## src/rtl/ram_async.sv

```systemverilog
// ram_async: flop-based RAM with synchronous write and combinational read.
// Define RAM_WRITE_THROUGH_EN to bypass data_in to data_out during a valid write.
module ram_async #(
   parameter int DATA_WIDTH = 32,
   parameter int ADDR_WIDTH = 5,
   parameter int DEPTH      = 32
) (
   input  logic                  clk,
   input  logic                  rst,
   input  logic [ADDR_WIDTH-1:0] address,
   input  logic                  writeOn,
   input  logic [DATA_WIDTH-1:0] data_in,
   output logic [DATA_WIDTH-1:0] data_out
);
   logic [DATA_WIDTH-1:0] mem [DEPTH];
   logic in_range;
   logic [DATA_WIDTH-1:0] stored;
   always_comb in_range = int'(address) < DEPTH;
   always_comb stored = in_range ? mem[address] : '0;
   always_ff @(posedge clk)
      if (rst)
         for (int i = 0; i < DEPTH; i++) mem[i] <= '0;
      else if (writeOn && in_range)
         mem[address] <= data_in;
`ifdef RAM_WRITE_THROUGH_EN
   always_comb data_out = (writeOn && !rst && in_range) ? data_in : stored;
`else
   always_comb data_out = stored;
`endif
endmodule

```

## config.mk

```make
export PLATFORM = sky130hd
export DESIGN_NAME = ram_async
export DESIGN_NICKNAME = d
export VERILOG_FILES = /design/src/rtl/ram_async.sv
export SDC_FILE = /design/constraint.sdc
export NUM_CORES = 1
export LEC_CHECK = 0
export BUFFER_PORTS_ARGS = -buffer_cell sky130_fd_sc_hd__buf_2
export CAP_MARGIN = 5
export CORE_MARGIN = 10
export CORE_UTILIZATION = 30
export DETAILED_ROUTE_END_ITERATION = 7
export PLACE_DENSITY_LB_ADDON = 0.15
export SLEW_MARGIN = 40
export SYNTH_ARGS = -nofsm -noshare
export SYNTH_HDL_FRONTEND = slang
export SYNTH_SLANG_ARGS = --single-unit
```

## constraint.sdc

```tcl
create_clock -name clk -period 4 [get_ports clk]
set_input_delay 0.6 -clock clk [delete_from_list [all_inputs] [get_ports clk]]
set_output_delay 0.6 -clock clk [all_outputs]
set_load 0.02 [all_outputs]
```

==> results of run 1 <==
[metrics by stage]
| stage | hold WS (ns) | std cells | utilization [%] |
|---|---|---|---|
| floorplan | 0.798 | 3327 | - |
| global placement | 1.26 | 5300 | 32.4 |
| detailed placement | 1.27 | 5303 | 32.4 |
| CTS | 0.474 | 5509 | 34.7 |
| global route | 0.505 | 5510 | 34.7 |
| finish | 0.517 | 5518 | 34.7 |
[critical path: cells and delay by family]
family,cells,cell delay (ns)
AO/OA/AOI/OAI,1,0.13
buffers and inverters,4,1.13
AND/OR/NAND/NOR,3,1.29
[cell type report]
cell class | instances | area, um^2
Clock inverter | 59 | 455
Sequential cell | 1024 | 30700
Antenna cell | 9 | 22.5
Tap cell | 2044 | 2560
Fill cell | 14800 | 101000
Clock buffer | 147 | 3000
Multi-Input combinational cell | 1982 | 14600
Timing Repair Buffer | 253 | 2120
[logic make-up (layout without fill, tap and decap cells)]
family | count (synthesis) | in the layout | synth area share [%]
AOI/OAI and AO/OA | 256 | 256 | 3.64
buffers and inverters | 321 | 459 | 3.07
DFF | 1024 | 1024 | 66.0
muxes | 512 | 512 | 11.0
other | 0 | 9 | 0
and+or+nand+nor | 1214 | 1214 | 16.2
[synthesized netlist by cell type (3+ instances only)]
| master | instances | area, um^2 |
|---|---|---|
| sky130_fd_sc_hd__and2_1 | 1024 | 6410 |
| sky130_fd_sc_hd__buf_2 | 90 | 450 |
| sky130_fd_sc_hd__buf_4 | 9 | 67.6 |
| sky130_fd_sc_hd__buf_6 | 6 | 67.6 |
| sky130_fd_sc_hd__clkbuf_1 | 189 | 709 |
| sky130_fd_sc_hd__clkbuf_2 | 27 | 135 |
| sky130_fd_sc_hd__edfxtp_1 | 1024 | 30700 |
| sky130_fd_sc_hd__mux2i_1 | 512 | 5120 |
| sky130_fd_sc_hd__nand2_1 | 34 | 128 |
| sky130_fd_sc_hd__nand4b_1 | 4 | 35.0 |
| sky130_fd_sc_hd__nand4bb_1 | 7 | 78.8 |
| sky130_fd_sc_hd__nor2_1 | 25 | 93.8 |
| sky130_fd_sc_hd__nor2_4 | 3 | 33.8 |
| sky130_fd_sc_hd__nor3_2 | 3 | 30.0 |
| sky130_fd_sc_hd__nor4_1 | 64 | 400 |
| sky130_fd_sc_hd__o22ai_1 | 241 | 1510 |
| sky130_fd_sc_hd__o22ai_2 | 15 | 188 |
| sky130_fd_sc_hd__or2_2 | 32 | 200 |
| sky130_fd_sc_hd__or4b_1 | 3 | 30.0 |
[power groups by stage]
stage,registers (W),logic (W),clock network (W)
after floorplan,0.0127,0.00102,0
after global placement,0.0127,0.00190,0
after detailed placement,0.0127,0.00191,0
after CTS,0.0125,0.00191,0.0102
after global routing,0.0126,0.00198,0.0106
final,0.0125,0.00186,0.0100
[layer usage]
layer  share of wire (%)  vias up  track usage (%)
met2                  47      638             28.4
met1                  46    13700             23.8
li1                    -    12200                -
met3                 4.2      189             2.37
met5                   0        -                0
met4                 2.5        0             4.16
[path summary, 6_finish.rpt]
kind	endpoint	startpoint	slack, ns	depth (start not counted)
min	mem[30][24]	data_in[24]	0.52	2
max	data_out[21]	address[0]	0.22	8
==> results, run 1 <==
- The average size of a mapped cell is 14.0 um^2.
- The wire length of the first global-routing pass is 211 mm.
- The area of the die is 171,000 um^2.
- The final number of max-transition violations is 0.
- In the layout the commonest cells are sky130_fd_sc_hd__and2_1 (1,024), sky130_fd_sc_hd__edfxtp_1 (1,024), sky130_fd_sc_hd__mux2i_1 (512).
- The number of antenna violations at the first check in global routing is 17.
- The area growth from synthesis to layout is 14.9%.
- The placeable core region is 154,000 um^2.
- The share of synthesized registers carrying an async set or reset is 0%.
- The final critical delay including setup and external delays is 3.78 ns.
- The count of routing violations after the opening detailed-route iteration is 2,258.
- In the routed design, unresolved DRC markers number 0.
- The internal portion of the total power is 0.0186 W.
- The die height is 414 um.
- The flip-flop count of the largest register, all copies and words added is 1,024.
- The count of max-cap constraint violations is 0.
- The count of antenna-violating nets left after detailed routing is 0.
- Clock tree synthesis inserted a total of 113 buffers.
- The row count is 144.
- Data arrives at the worst endpoint at 3.18 ns.
- The summed instance area of the synthesized netlist is 46,600 um^2.
- The delay of the slowest cell on the worst path is 0.62 ns.
- The post-CTS setup buffer count is 0.
- The clock root buffer master is sky130_fd_sc_hd__clkbuf_16.
- VDD sags by at most 0.326 mV.
- For this design, the CTS-stage hold fixing added 0 buffers.
- The total of cells resized after clock tree synthesis is 0.
- Measured along the x axis, the die boundary spans 414 um.
- The flip-flop cell with the highest count after synthesis is sky130_fd_sc_hd__edfxtp_1.
- The wire length after detailed routing is 149 mm.
- The count of flip-flops with a built-in enable after synthesis is 1,024.
- The count of buffers added on input and output ports is 71.
- The number of distinct library cell variants in the gate-level netlist after synthesis is 32.
- The critical path goes through buf_2 > buf_4 > or4b_2 > buf_4 > o22ai_1 > nor4_1 > nand2_1 > buf_2.
- In the routed layout, each cell is associated on average with a via count of 4.84.
- TritonCTS built the clock tree.
- The category of the critical setup timing path is in2out.
- For the final routed database, the setup TNS stands at 0 ns.
- In the final routed layout, each cell accounts on average for 26.9 um.
- In this run the number of H-tree levels came out at 3.
- Once the floorplan was initialized, standard cells occupied 30.2% of the core.
- The final count of hold timing violations is 0.
- The number of vias in the routed layout is 26,700.
- The maximum number of pins on one net before global-route repair is 50.
- Setup repair after global routing left no endpoint under its margin.
- For the worst setup path, the data required time is 3.40 ns.
- The final weighted congestion in routability-driven placement is 0.750.
- The synthesized flop and latch total is 1,024.
- The number of buffers on the longest clock path is 3.
- The count of final setup violators is 0.
- The number of iterations in the first detailed-routing pass is 6.
- The total power density per cell area is 456 nW/um^2.
- The sequential share of power is 51.3%.
- Per report_power, the clock group accounts for 41.1% of the total.
- The clock net in this run drives a total of 1,024 sinks.
- In the final layout, the registers with the most flip-flops are mem (1024).
- The highest fanout seen on the critical path is 20.
- The number of warnings issued by yosys is 0.
- The analysis attributes to net switching a power of 0.00580 W.
- For the pin with the worst max-slew slack, the measured transition is 0.875 ns.
- The worst pin sits at a relative slew slack of 41.6%.
- The all-layer global routing usage is 17.2%.
- At the placement stage, the worst setup path has a slack of 0.119 ns.
- The endpoint kind of the worst setup timing path is an output pin.
- The leakage dissipation is 19.7 nW.
- The placed wire-length estimate after detailed placement is 87.6 mm.
- The largest individual stage delay along the critical path comes from the cell sky130_fd_sc_hd__nor4_1.
- The flow ran to the end, and the final reports show no timing, DRC or antenna violations.
- In the final design database the tool counted 3,414 nets.
- After clock tree synthesis, the clock-pin slew on the worst setup and hold paths is 0.06 ns.
- The via count of the first global-routing pass was 27,400.
- After synthesis, flip-flops and latches occupy 66.0% of the total area.
- Per report_power, the combinational group accounts for 7.6% of the total.
- The category of the worst setup path launch point is a primary input.
- With fillers left out, the area of the finished cells amounts to 53,500 um^2.
- Once routing completed, OpenROAD measured the worst setup slack at 0.220 ns.
- The number of nets handed over by synthesis was 3,367.
- The post-synthesis cell count is 3,327.
- Counting flops per register, the top entry is mem.
- Cells with a size suffix above 1 make up 14.3% of the layout.
- For this run, the top clock speed supported by timing is 265 MHz.
- The total overflow left after global routing is 0.
- The design draws 0.0244 W.
- The worst hold-check path type is in2reg.
- In the finished design, the share of the clock period the worst path needs comes to 94.5%.
- Pin placement for this block handled 72 I/O pins.
- Net switching is 23.8% of the power.
- The placed instances occupy a cell area of 50,000 um^2.
Note: power is estimated with default switching activity, not from simulation.
==> inputs of run 2 (changes only) <==
- clock period: 4 -> 3.05 ns (I/O delays scaled with it)
==> run 2 against run 1 <==
Against the previous run:
- utilization rose by 0.56 points
- sequential power rose by 31%
- power rose by 33%
- critical path type unchanged
- highest routed layer unchanged
==> results, run 2 (synthesized netlist as in run 1, its figures left out) <==
- The die height is 414 um (unchanged).
- The run finished with clean final reports.
- The number of buffers on the longest clock path is 3 (unchanged).
- The number of H-tree branching levels came to 3 (unchanged).
- For this run, the top clock speed supported by timing is 333 MHz.
- Counting I/O delays and the setup requirement, the final critical path takes 3.00 ns.
- The worst hold slack was 0.386 ns (-0.131 ns).
- The area of the die came to 171,000 um^2 (unchanged).
- The critical path is of the in2out type.
- The maximum vdd drop was 0.434 mV (+33%).
- The final global-route overflow total is 0 (unchanged).
- The final count of hold timing violations came to 0 (unchanged).
- The data required time at the worst endpoint is 2.59 ns (-0.81 ns).
- The number of antenna violations at the first check in global routing came to 12 (-5).
- The worst-case headroom to the max-slew limit is 48.3% (+6.7 points).
- STA classifies the critical path startpoint as a primary input.
- The post-layout instance count excluding filler cells came to 5,545 (+0.49%).
- The count of final setup violators came to 0 (unchanged).
- The slowest stage cell on the critical path is sky130_fd_sc_hd__or4b_2.
- The delay of the slowest cell on the worst path came to 0.71 ns (+0.09 ns).
- Counting stages on the worst path, the most repeated cell is sky130_fd_sc_hd__buf_2.
- The initial cell density of the core was 30.2% (unchanged).
- The row count was 144 (unchanged).
- The total power density per cell area is 596 nW/um^2 (+31%).
- Traced cell by cell, the critical path runs through buf_2 > or4b_2 > buf_12 > o22ai_1 > nor4_2 > buf_4 > nand2_1 > buf_2.
- In this run the worst hold path is classified as in2reg.
- The fraction of final layout cells sized beyond drive strength 1 came to 16.3% (+2.0 points).
- The wire length per cell after detailed routing is 26.6 um (-1.1%).
- The number of buffers created by CTS was 113 (unchanged).
- The data arrival time at the worst-slack endpoint is 2.54 ns (-0.64 ns).
- The placed wire-length estimate after detailed placement came to 89.4 mm (+2.0%).
- The placeable core region is 154,000 um^2 (unchanged).
- The share of the core filled with cells is 35.3% (+0.56 points).
- The slew at the pin with the worst max-slew slack is 0.775 ns (-0.100 ns).
- The number of vias in the routed layout is 26,700 (-0.082%).
- The horizontal die dimension came to 414 um (unchanged).
- The final weighted congestion in routability-driven placement is 0.774 (+3.3%).
- The area of combinational cells with multiple inputs is 15,000 um^2 (+2.4%).
- The top-level I/O count is 72 (unchanged).
- The leakage dissipation is 20.1 nW (+2.0%).
- The maximum number of pins on one net before global-route repair is 45 (-10%).
- The wire length of the first global-routing pass came to 210 mm (-0.56%).
- The count of max-cap constraint violations was 0 (unchanged).
- The highest fanout seen on the critical path came to 32 (+60%).
- The count of antenna-violating nets left after detailed routing came to 0 (unchanged).
- The critical path buffer and inverter count is 4 (unchanged).
- The sequential cell area in the final layout is 30,700 um^2 (unchanged).
- The cell count after placement is 5,336 (+0.62%).
- The number of iterations in the first detailed-routing pass is 5 (-1).
- The most heavily used metal layer in global routing is met2.
- The largest registers in the layout are mem (1024).
- The count of input and output buffers is 71 (unchanged).
- The number of nets in the layout came to 3,448 (+1.0%).
- The fraction of met1 tracks used by global routing is 23.7% (-0.096 points).
- TritonCTS built the clock tree.
- In the layout the commonest cells are sky130_fd_sc_hd__and2_1 (1,024), sky130_fd_sc_hd__edfxtp_1 (1,024), sky130_fd_sc_hd__mux2i_1 (508).
- The met2 layer usage reported by global route is 27.9% (-0.49 points).
- The cts-stage hold buffer count is 0 (unchanged).
- The cell family contributing the most delay on the critical path is simple AND/OR/NAND/NOR gates.
- The flip-flop count of the largest register, all copies and words added is 1,024 (unchanged).
- The final critical path takes up 98.4% of the cycle.
- The largest register by flop count is mem.
- Compared with the post-synthesis result, the final layout area differs by 16.8%.
- The via density per instance is 4.82 (-0.57%).
- The count of routing violations after the opening detailed-route iteration is 1,947 (-14%).
- The final-layout fill cell count is 14,900 (+0.56%).
- The via count of the first global-routing pass is 27,100 (-0.95%).
- The clock-pin slew reported for the worst setup and hold paths after clock tree synthesis came to 0.06 ns (about the same).
- The wire length after detailed routing is 148 mm (-0.61%).
- The all-layer global routing usage is 17.0% (-0.19 points).
- CTS placed an instance of sky130_fd_sc_hd__clkbuf_16 at the clock tree root.
- The number of clock sinks is 1,024 (unchanged).
- The final number of max-transition violations was 0 (unchanged).
- Setup repair after global routing could not meet its margin everywhere.
- STA classifies the critical path endpoint as an output pin.
- The detailed-route DRC error count is 0 (unchanged).
- The met3 usage in global routing came to 2.14% (-0.23 points).
run 2: through the flow:
step	setup slack (ns)	TNS (ns)	total power (W)	instance area, um^2
after global routing	-0.00341	-0.00341	0.0334	54400
after CTS	0.00433	0	0.0327	54300
after global placement	-0.555	-5.71	0.0192	50400
after floorplan	0.803	0	0.0180	46600
after detailed placement	-0.535	-3.14	0.0192	50500
final	0.0489	0	0.0324	54400
run 2: cell type report:
class                      instances  share of cell area (%)
antenna                            4                  0.0184
clock buffer                     148                    5.60
clock inverter                    56                   0.902
multi-input combinational       1982                    27.5
sequential                      1024                    56.6
tap                             2044                    4.70
timing repair buffer             287                    4.70
run 2: metal layers:
layer,share of wire (%),vias to the layer above,wire length [um]
li1,-,12300,-
met1,46,13700,68300
met2,47,585,70100
met3,3.9,187,5690
met4,2.5,0,3620
met5,0,-,0
run 2: path summary, 6_finish.rpt:
check	slack [ns]	cells past startpoint	endpoint	from
max	0.05	8	data_out[17]	address[3]
min	0.39	2	mem[26][27]	data_in[27]
run 2: what timing repair did:
action | CTS | global route
pin swaps | 3 | 3
resized for setup | 43 | 9
cloned | 0 | 0
setup buffers | 0 | 2
setup endpoints to repair | 25 | 12
run 2: power breakdown:
group | total, W | internal (W) | switching (W)
clock | 0.0135 | 0.00772 | 0.00575
combinational | 0.00251 | 0.000820 | 0.00169
sequential | 0.0164 | 0.0162 | 0.000206
total | 0.0324 | 0.0248 | 0.00764
